`src/rtl/mlp_pkg.sv`:
```
// Shared types for the MLP training sequencer: Q8.8 values, sample payload,
// FSM state encoding and the binary classification helper.
package mlp_pkg;

  typedef logic [15:0] q8_8_t;

  localparam q8_8_t Q_HALF = 16'h0080;

  typedef enum logic [2:0] {
    ST_IDLE   = 3'd0,
    ST_TRAIN  = 3'd1,
    ST_SETTLE = 3'd2,
    ST_TEST   = 3'd3,
    ST_EVAL   = 3'd4,
    ST_DONE   = 3'd5
  } mlp_state_e;

  typedef struct packed {
    q8_8_t x1;
    q8_8_t x2;
    q8_8_t y;
  } mlp_sample_t;

  // Class 1 when strictly above one half (unsigned compare).
  function automatic logic q_class(input q8_8_t v);
    return v > Q_HALF;
  endfunction

endpackage

```
`src/rtl/mlp_sample_mem.sv`:
```
// Training sample store: DEPTH x 48-bit register array, one synchronous
// write port and one combinational read port. Contents are not reset.
// Ports: clk; we_i/waddr_i/wdata_i write port (out-of-range addresses
// dropped); raddr_i/rdata_o read port.
module mlp_sample_mem
  import mlp_pkg::*;
#(
  parameter int unsigned DEPTH = 10
) (
  input  logic                       clk,
  input  logic                       we_i,
  input  logic [$clog2(DEPTH)-1:0]   waddr_i,
  input  mlp_sample_t                wdata_i,
  input  logic [$clog2(DEPTH)-1:0]   raddr_i,
  output mlp_sample_t                rdata_o
);

  localparam int unsigned AW = $clog2(DEPTH);
  localparam logic [AW-1:0] LAST_ADDR = AW'(DEPTH - 1);

  mlp_sample_t mem_q [DEPTH];

  always_ff @(posedge clk) begin
    if (we_i && (waddr_i <= LAST_ADDR)) begin
      mem_q[waddr_i] <= wdata_i;
    end
  end

  assign rdata_o = mem_q[raddr_i];

endmodule

```
`src/rtl/mlp_train_seq.sv`:
```
// MLP training sequencer: loads samples in IDLE, replays them to the network
// for EPOCHS passes, settles one cycle, applies a captured test vector and
// classifies the response. Optional macro MLP_TRAIN_SEQ_EVAL_EN adds an EVAL
// pass that counts misclassified stored samples into err_count.
// Ports: clk/rst (sync, active-high); wr_* sample load; start + test_* run
// request; y_out network response; mlp_* network drive; busy/done/pass/
// y_result/err_count status. All outputs are registered.
module mlp_train_seq
  import mlp_pkg::*;
#(
  parameter int unsigned DEPTH    = 10,
  parameter int unsigned EPOCHS   = 30,
  parameter int unsigned TEST_LAT = 1
) (
  input  logic                     clk,
  input  logic                     rst,
  input  logic                     wr_en,
  input  logic [$clog2(DEPTH)-1:0] wr_addr,
  input  logic [15:0]              wr_x1,
  input  logic [15:0]              wr_x2,
  input  logic [15:0]              wr_y,
  input  logic                     start,
  input  logic [15:0]              test_x1,
  input  logic [15:0]              test_x2,
  input  logic [15:0]              test_y,
  input  logic [15:0]              y_out,
  output logic                     mlp_train,
  output logic [15:0]              mlp_x1,
  output logic [15:0]              mlp_x2,
  output logic [15:0]              mlp_y_target,
  output logic                     busy,
  output logic                     done,
  output logic                     pass,
  output logic [15:0]              y_result,
  output logic [7:0]               err_count
);

  localparam int unsigned IDX_W  = $clog2(DEPTH);
  localparam int unsigned EP_W   = $clog2(EPOCHS + 1);
  localparam int unsigned WAIT_W = 4;

  localparam logic [IDX_W-1:0]  LAST_IDX   = IDX_W'(DEPTH - 1);
  localparam logic [EP_W-1:0]   LAST_EPOCH = EP_W'(EPOCHS - 1);
  localparam logic [WAIT_W-1:0] LAST_WAIT  = WAIT_W'(TEST_LAT - 1);

  mlp_state_e        state_q, state_d;
  logic [IDX_W-1:0]  idx_q, idx_d;
  logic [EP_W-1:0]   epoch_q, epoch_d;
  logic [WAIT_W-1:0] wait_q, wait_d;
  mlp_sample_t       test_q, test_d;
  logic              train_q, train_d;
  q8_8_t             x1_q, x1_d, x2_q, x2_d, yt_q, yt_d;
  logic              busy_q, busy_d;
  logic              done_q, done_d;
  logic              pass_q, pass_d;
  q8_8_t             yres_q, yres_d;
`ifdef MLP_TRAIN_SEQ_EVAL_EN
  logic [7:0]        err_q, err_d;
`endif

  logic              we_c;
  logic [IDX_W-1:0]  raddr_c;
  mlp_sample_t       wdata_c, mem_rd_c, rd_c;

  assign we_c    = wr_en && (state_q == ST_IDLE);
  assign wdata_c = '{x1: wr_x1, x2: wr_x2, y: wr_y};

  mlp_sample_mem #(.DEPTH(DEPTH)) u_mem (
    .clk     (clk),
    .we_i    (we_c),
    .waddr_i (wr_addr),
    .wdata_i (wdata_c),
    .raddr_i (raddr_c),
    .rdata_o (mem_rd_c)
  );

  // Address of the sample the next edge will drive (derived from current state only).
  always_comb begin
    raddr_c = '0;
    if (state_q == ST_TRAIN || state_q == ST_EVAL) begin
      raddr_c = (idx_q == LAST_IDX) ? '0 : idx_q + 1'b1;
    end
  end

  // A write coinciding with start must be seen by the first train cycle.
  assign rd_c = (we_c && (wr_addr == raddr_c)) ? wdata_c : mem_rd_c;

  // Next-state and registered-output logic.
  always_comb begin
    state_d = state_q;
    idx_d   = idx_q;
    epoch_d = epoch_q;
    wait_d  = wait_q;
    test_d  = test_q;
    train_d = train_q;
    x1_d    = x1_q;
    x2_d    = x2_q;
    yt_d    = yt_q;
    busy_d  = busy_q;
    done_d  = 1'b0;
    pass_d  = pass_q;
    yres_d  = yres_q;
`ifdef MLP_TRAIN_SEQ_EVAL_EN
    err_d   = err_q;
`endif

    unique case (state_q)
      ST_IDLE: begin
        busy_d = 1'b0;
        if (start) begin
          state_d = ST_TRAIN;
          idx_d   = '0;
          epoch_d = '0;
          test_d  = '{x1: test_x1, x2: test_x2, y: test_y};
          train_d = 1'b1;
          x1_d    = rd_c.x1;
          x2_d    = rd_c.x2;
          yt_d    = rd_c.y;
          busy_d  = 1'b1;
          pass_d  = 1'b0;
          yres_d  = '0;
`ifdef MLP_TRAIN_SEQ_EVAL_EN
          err_d   = '0;
`endif
        end
      end

      ST_TRAIN: begin
        if (idx_q == LAST_IDX && epoch_q == LAST_EPOCH) begin
          // Final sample of the final epoch: hold inputs, drop train.
          state_d = ST_SETTLE;
          train_d = 1'b0;
        end else begin
          idx_d = raddr_c;
          if (idx_q == LAST_IDX) begin
            epoch_d = epoch_q + 1'b1;
          end
          x1_d = rd_c.x1;
          x2_d = rd_c.x2;
          yt_d = rd_c.y;
        end
      end

      ST_SETTLE: begin
        state_d = ST_TEST;
        wait_d  = '0;
        x1_d    = test_q.x1;
        x2_d    = test_q.x2;
        yt_d    = '0;
      end

      ST_TEST: begin
        if (wait_q == LAST_WAIT) begin
          yres_d = y_out;
          pass_d = (q_class(y_out) == q_class(test_q.y));
          wait_d = '0;
`ifdef MLP_TRAIN_SEQ_EVAL_EN
          state_d = ST_EVAL;
          idx_d   = '0;
          x1_d    = rd_c.x1;
          x2_d    = rd_c.x2;
          yt_d    = rd_c.y;
`else
          state_d = ST_DONE;
          done_d  = 1'b1;
          x1_d    = '0;
          x2_d    = '0;
`endif
        end else begin
          wait_d = wait_q + 1'b1;
        end
      end

`ifdef MLP_TRAIN_SEQ_EVAL_EN
      ST_EVAL: begin
        if (wait_q == LAST_WAIT) begin
          wait_d = '0;
          // yt_q holds the stored label of the sample being evaluated.
          if (q_class(y_out) != q_class(yt_q) && err_q != 8'hFF) begin
            err_d = err_q + 1'b1;
          end
          if (idx_q == LAST_IDX) begin
            state_d = ST_DONE;
            done_d  = 1'b1;
            x1_d    = '0;
            x2_d    = '0;
            yt_d    = '0;
          end else begin
            idx_d = raddr_c;
            x1_d  = rd_c.x1;
            x2_d  = rd_c.x2;
            yt_d  = rd_c.y;
          end
        end else begin
          wait_d = wait_q + 1'b1;
        end
      end
`endif

      ST_DONE: begin
        state_d = ST_IDLE;
        busy_d  = 1'b0;
      end

      default: begin
        state_d = ST_IDLE;
        train_d = 1'b0;
        busy_d  = 1'b0;
      end
    endcase
  end

  always_ff @(posedge clk) begin
    if (rst) begin
      state_q <= ST_IDLE;
      idx_q   <= '0;
      epoch_q <= '0;
      wait_q  <= '0;
      test_q  <= '0;
      train_q <= 1'b0;
      x1_q    <= '0;
      x2_q    <= '0;
      yt_q    <= '0;
      busy_q  <= 1'b0;
      done_q  <= 1'b0;
      pass_q  <= 1'b0;
      yres_q  <= '0;
`ifdef MLP_TRAIN_SEQ_EVAL_EN
      err_q   <= '0;
`endif
    end else begin
      state_q <= state_d;
      idx_q   <= idx_d;
      epoch_q <= epoch_d;
      wait_q  <= wait_d;
      test_q  <= test_d;
      train_q <= train_d;
      x1_q    <= x1_d;
      x2_q    <= x2_d;
      yt_q    <= yt_d;
      busy_q  <= busy_d;
      done_q  <= done_d;
      pass_q  <= pass_d;
      yres_q  <= yres_d;
`ifdef MLP_TRAIN_SEQ_EVAL_EN
      err_q   <= err_d;
`endif
    end
  end

  assign mlp_train    = train_q;
  assign mlp_x1       = x1_q;
  assign mlp_x2       = x2_q;
  assign mlp_y_target = yt_q;
  assign busy         = busy_q;
  assign done         = done_q;
  assign pass         = pass_q;
  assign y_result     = yres_q;
`ifdef MLP_TRAIN_SEQ_EVAL_EN
  assign err_count    = err_q;
`else
  assign err_count    = 8'h00;
`endif

endmodule

```
`config.mk`:
```
export PLATFORM = sky130hd
export DESIGN_NAME = mlp_train_seq
export DESIGN_NICKNAME = d
export VERILOG_FILES = /design/src/rtl/mlp_pkg.sv /design/src/rtl/mlp_sample_mem.sv /design/src/rtl/mlp_train_seq.sv
export SDC_FILE = /design/constraint.sdc
export NUM_CORES = 1
export LEC_CHECK = 0
export CORE_MARGIN = 3
export CORE_UTILIZATION = 40
export CTS_CLUSTER_SIZE = 10
export DETAILED_ROUTE_END_ITERATION = 7
export PLACE_DENSITY = 0.6
export SETUP_SLACK_MARGIN = 0.3
export SLEW_MARGIN = 25
export SYNTH_ARGS = -nofsm -noshare
export SYNTH_HDL_FRONTEND = slang
export SYNTH_SLANG_ARGS = --single-unit
export TNS_END_PERCENT = 10
```
`constraint.sdc`:
```
create_clock -name clk -period 7.8 [get_ports clk]
set_clock_uncertainty 0.2 [all_clocks]
set_input_delay 1.95 -clock clk [delete_from_list [all_inputs] [get_ports clk]]
set_output_delay 1.95 -clock clk [all_outputs]
set_load 0.02 [all_outputs]
```
==> flow_summary.ini <==
[finish]
fin_area_um2 = 29600
drive_gt1_share_pct = 12.28
areaGrowthSynthToFinish_pct = 19.49
fillCellCount = 5200
multi_input_area_um2 = 7169
final-seq-area_um2 = 17060
nets = 2022
n_antenna_cell = 0

[routing]
ant_nets = 0
drt-wirelength-per-cell_um = 24.01
drt_iter0_drc = 1485
vias_per_cell = 5.825
num_vias = 15940
drt_drc_violations_left = 0
drt-total-wl_mm = 65.70
dr.pass1.iters = 7

[pwr]
swShare_pct = 22.83
power.density_nw_per_um2 = 245.1
sequentialPowerShare_pct = 50.0
leakage_nw = 9.393
p_switching_mw = 1.657
p_clk_share_pct = 42.1
internal_power_mw = 5.599
p_comb_share_pct = 7.9
ir_drop_mv = 0.1778

[clock_network]
cts_tree = built
cts_resized = 0
post_cts_buffers = 0
h-tree-depth = 3
cts_buffers = 72
cts_sinks = 612
clk_pin_slew_ns = 0.05
cts_max_path_buffers = 3
cts_hold_buf = 0
cts_root_buf = clkbuf_16
insertion_delay_ns = 0.61

[setup_path]
cp_data_arrival_time_ns = 4.86
cp_slowest_cell = clkinv_2
startpoint_type = primary input
required_ns = 8.14
critical-path-top-delay-family = buffers and inverters
cp_num_buf_inv = 4
critPathMaxFanout = 36
max_stage_delay_ns = 0.52
setup.worst_path.class = in2reg
cp_cell_sequence = clkdlybuf4s50_1, nor4b_1, buf_4, nand3b_1, clkinv_2, buf_4, nand2_1, a2111oi_0, a221o_1
crit_top_cell = buf_4
worst_setup_path_end_kind = register

[placement]
post_dp_cell_area_um2 = 27480
io_buffers = 187
place_congestion = 0.8002
hpwl_mm = 39.17

[yosys]
yosys.area_share.adder_pct = 0.3030
synth_top_family_by_area = compound AO/OA/AOI/OAI gates
synth_flop_cell = edfxtp_1
muxShareOfSynthArea_pct = 9.544
synth_area_um2 = 24780
synth-edff-count = 480
syn_inst = 1726
yosys_warnings = 0
ys_seq_elements = 612
yosysUniqueCellTypes = 59
postSynth.asyncResetShare_pct = 0
synth_compound_area_share_pct = 11.63
synth_seq_area_share_pct = 68.84
syn_area_per_cell_um2 = 14.35
yosys.area_share.simple_pct = 6.525
synthXorXnorAreaFrac_pct = 0.2474

[floorplan]
core-area_um2 = 60810
die_h_um = 254.9
rows = 90
die_w_um = 254.9
ioPinCount = 196
start_util_pct = 40.74
dieArea_um2 = 64960

[min_path]
hold_path_class = reg2reg

[sta]
holdWs_ns = 0.2532
setup_violations = 0
fmax_ghz = 0.2212
relSlewSlack_pct = 28.63
finalSetupTns_ns = 0
final_hold_viol_count = 0
worst_slew_pin_slew_ns = 1.069
rsz0062_at_grt = no
timing.final.crit_share_pct = 57.97
period_minus_slack_ns = 4.521
slew_viol_final = 0

[grt]
grtUsageTotal_pct = 20.05
grt_first_pass_wirelength_mm = 99.01
grt_max_degree = 123
grt_pass1_vias = 16280
antenna_found_initial = 1
grt_overflow_total = 0

[outcome]
status = complete, no violations

[flow_run]
maxCapViolCount = 0
==> worst min-delay path: stages (launching register included) <==
cell     delay, ns
dfxtp_1       0.30
nand2_1       0.05
a21oi_1       0.05
==> metal layers <==
layer	up-vias	wire length [µm]	track usage, %
li1	7114	-	-
met1	8090	28540	27.59
met2	604	30910	32.20
met3	128	4466	3.953
met4	0	1782	6.565
met5	-	0	0
==> registers in the layout, summed over array words and instances (netlist names), 3 cells and up <==
signal        flops
epoch_q           5
idx_q             4
mlp_x1           16
mlp_x2           16
mlp_y_target     16
state_q           3
test_q           48
u_mem.mem_q     480
wait_q            4
y_result         16
==> through the flow <==
stage	utilization [%]	power (mW)	setup slack [ns]	instances
CTS	48.69	7.322	3.269	2736
detailed placement	45.19	4.270	2.569	2604
global route	48.69	7.496	3.082	2736
floorplan	-	4.005	1.224	1733
global placement	45.19	4.256	2.643	2604
finish	48.69	7.256	3.279	2736
==> path summary, 6_finish.rpt <==
check                                        startpoint  slack (ns)  cells past startpoint                 endpoint
worst max-delay path                              wr_en        3.28                      9   mlp_x2[0]$_SDFFE_PP0P_
worst min-delay path            test_q[15]$_SDFFE_PP0P_        0.25                      2  test_q[15]$_SDFFE_PP0P_
worst max register to register    idx_q[0]$_SDFFE_PP0P_        3.32                      7   mlp_x2[4]$_SDFFE_PP0P_
worst min register to register  test_q[15]$_SDFFE_PP0P_        0.25                      2  test_q[15]$_SDFFE_PP0P_
==> cell families (layout without fill, tap and decap cells) <==
family,Yosys count,count (layout)
xor+xnor,7,7
flops,612,612
fa+ha+maj,6,6
other cells,1,8
compound gates,411,411
buf+inv,162,383
simple gates,356,356
mux,171,171
==> placed cells by master (no fill, tap or decap), drive strengths merged, types with 8 or more instances in the layout <==
master	instances
o21ai	72
nand2	216
o32ai	16
conb	8
nand3	43
buf	41
a221oi	10
o221ai	44
dfxtp	132
mux2i	81
mux2	42
edfxtp	480
a32o	44
inv	25
a211oi	20
o21a	34
a311oi	11
clkbuf	125
a21oi	114
mux4	48
a32oi	29
clkdlybuf4s50	186
nand4	11
nor3	14
nor2	26
==> cell usage after synthesis, types with 7 or more instances <==
master | number | area share [%]
a211oi_1 | 20 | 0.61
a21oi_1 | 114 | 2.3
a221oi_1 | 10 | 0.35
a311oi_1 | 11 | 0.39
a32o_1 | 44 | 1.8
a32oi_1 | 29 | 1.0
buf_2 | 43 | 0.87
buf_4 | 13 | 0.39
clkbuf_1 | 75 | 1.1
dfxtp_1 | 132 | 11
edfxtp_1 | 480 | 58
inv_1 | 22 | 0.33
mux2_2 | 42 | 1.9
mux2i_1 | 81 | 3.3
mux4_2 | 48 | 4.4
nand2_1 | 216 | 3.3
nand3_1 | 43 | 0.87
nand4_1 | 11 | 0.28
nor2_1 | 25 | 0.38
nor3_1 | 13 | 0.26
nor4_1 | 7 | 0.18
o21a_1 | 34 | 1.0
o21ai_0 | 72 | 1.5
o221ai_1 | 44 | 1.6
o32ai_1 | 16 | 0.57
==> power by group through the flow <==
stage                     sequential (mW)  clock, mW  combinational, mW
after floorplan                      3.70          0              0.303
after global placement               3.69          0              0.562
after detailed placement             3.70          0              0.574
after CTS                            3.63       3.12              0.576
after global routing                 3.63       3.24              0.617
final                                3.63       3.05              0.574
==> cell type report <==
cell class                 instances  share of cell area (%)
sequential                       612                   57.63
clock inverter                     7                  0.3085
clock buffer                     125                   6.864
tap                              782                   3.305
timing repair buffer             227                   7.371
multi-input combinational        959                   24.22
inverter                          24                  0.3085
Note: power is estimated with default switching activity, not from simulation.
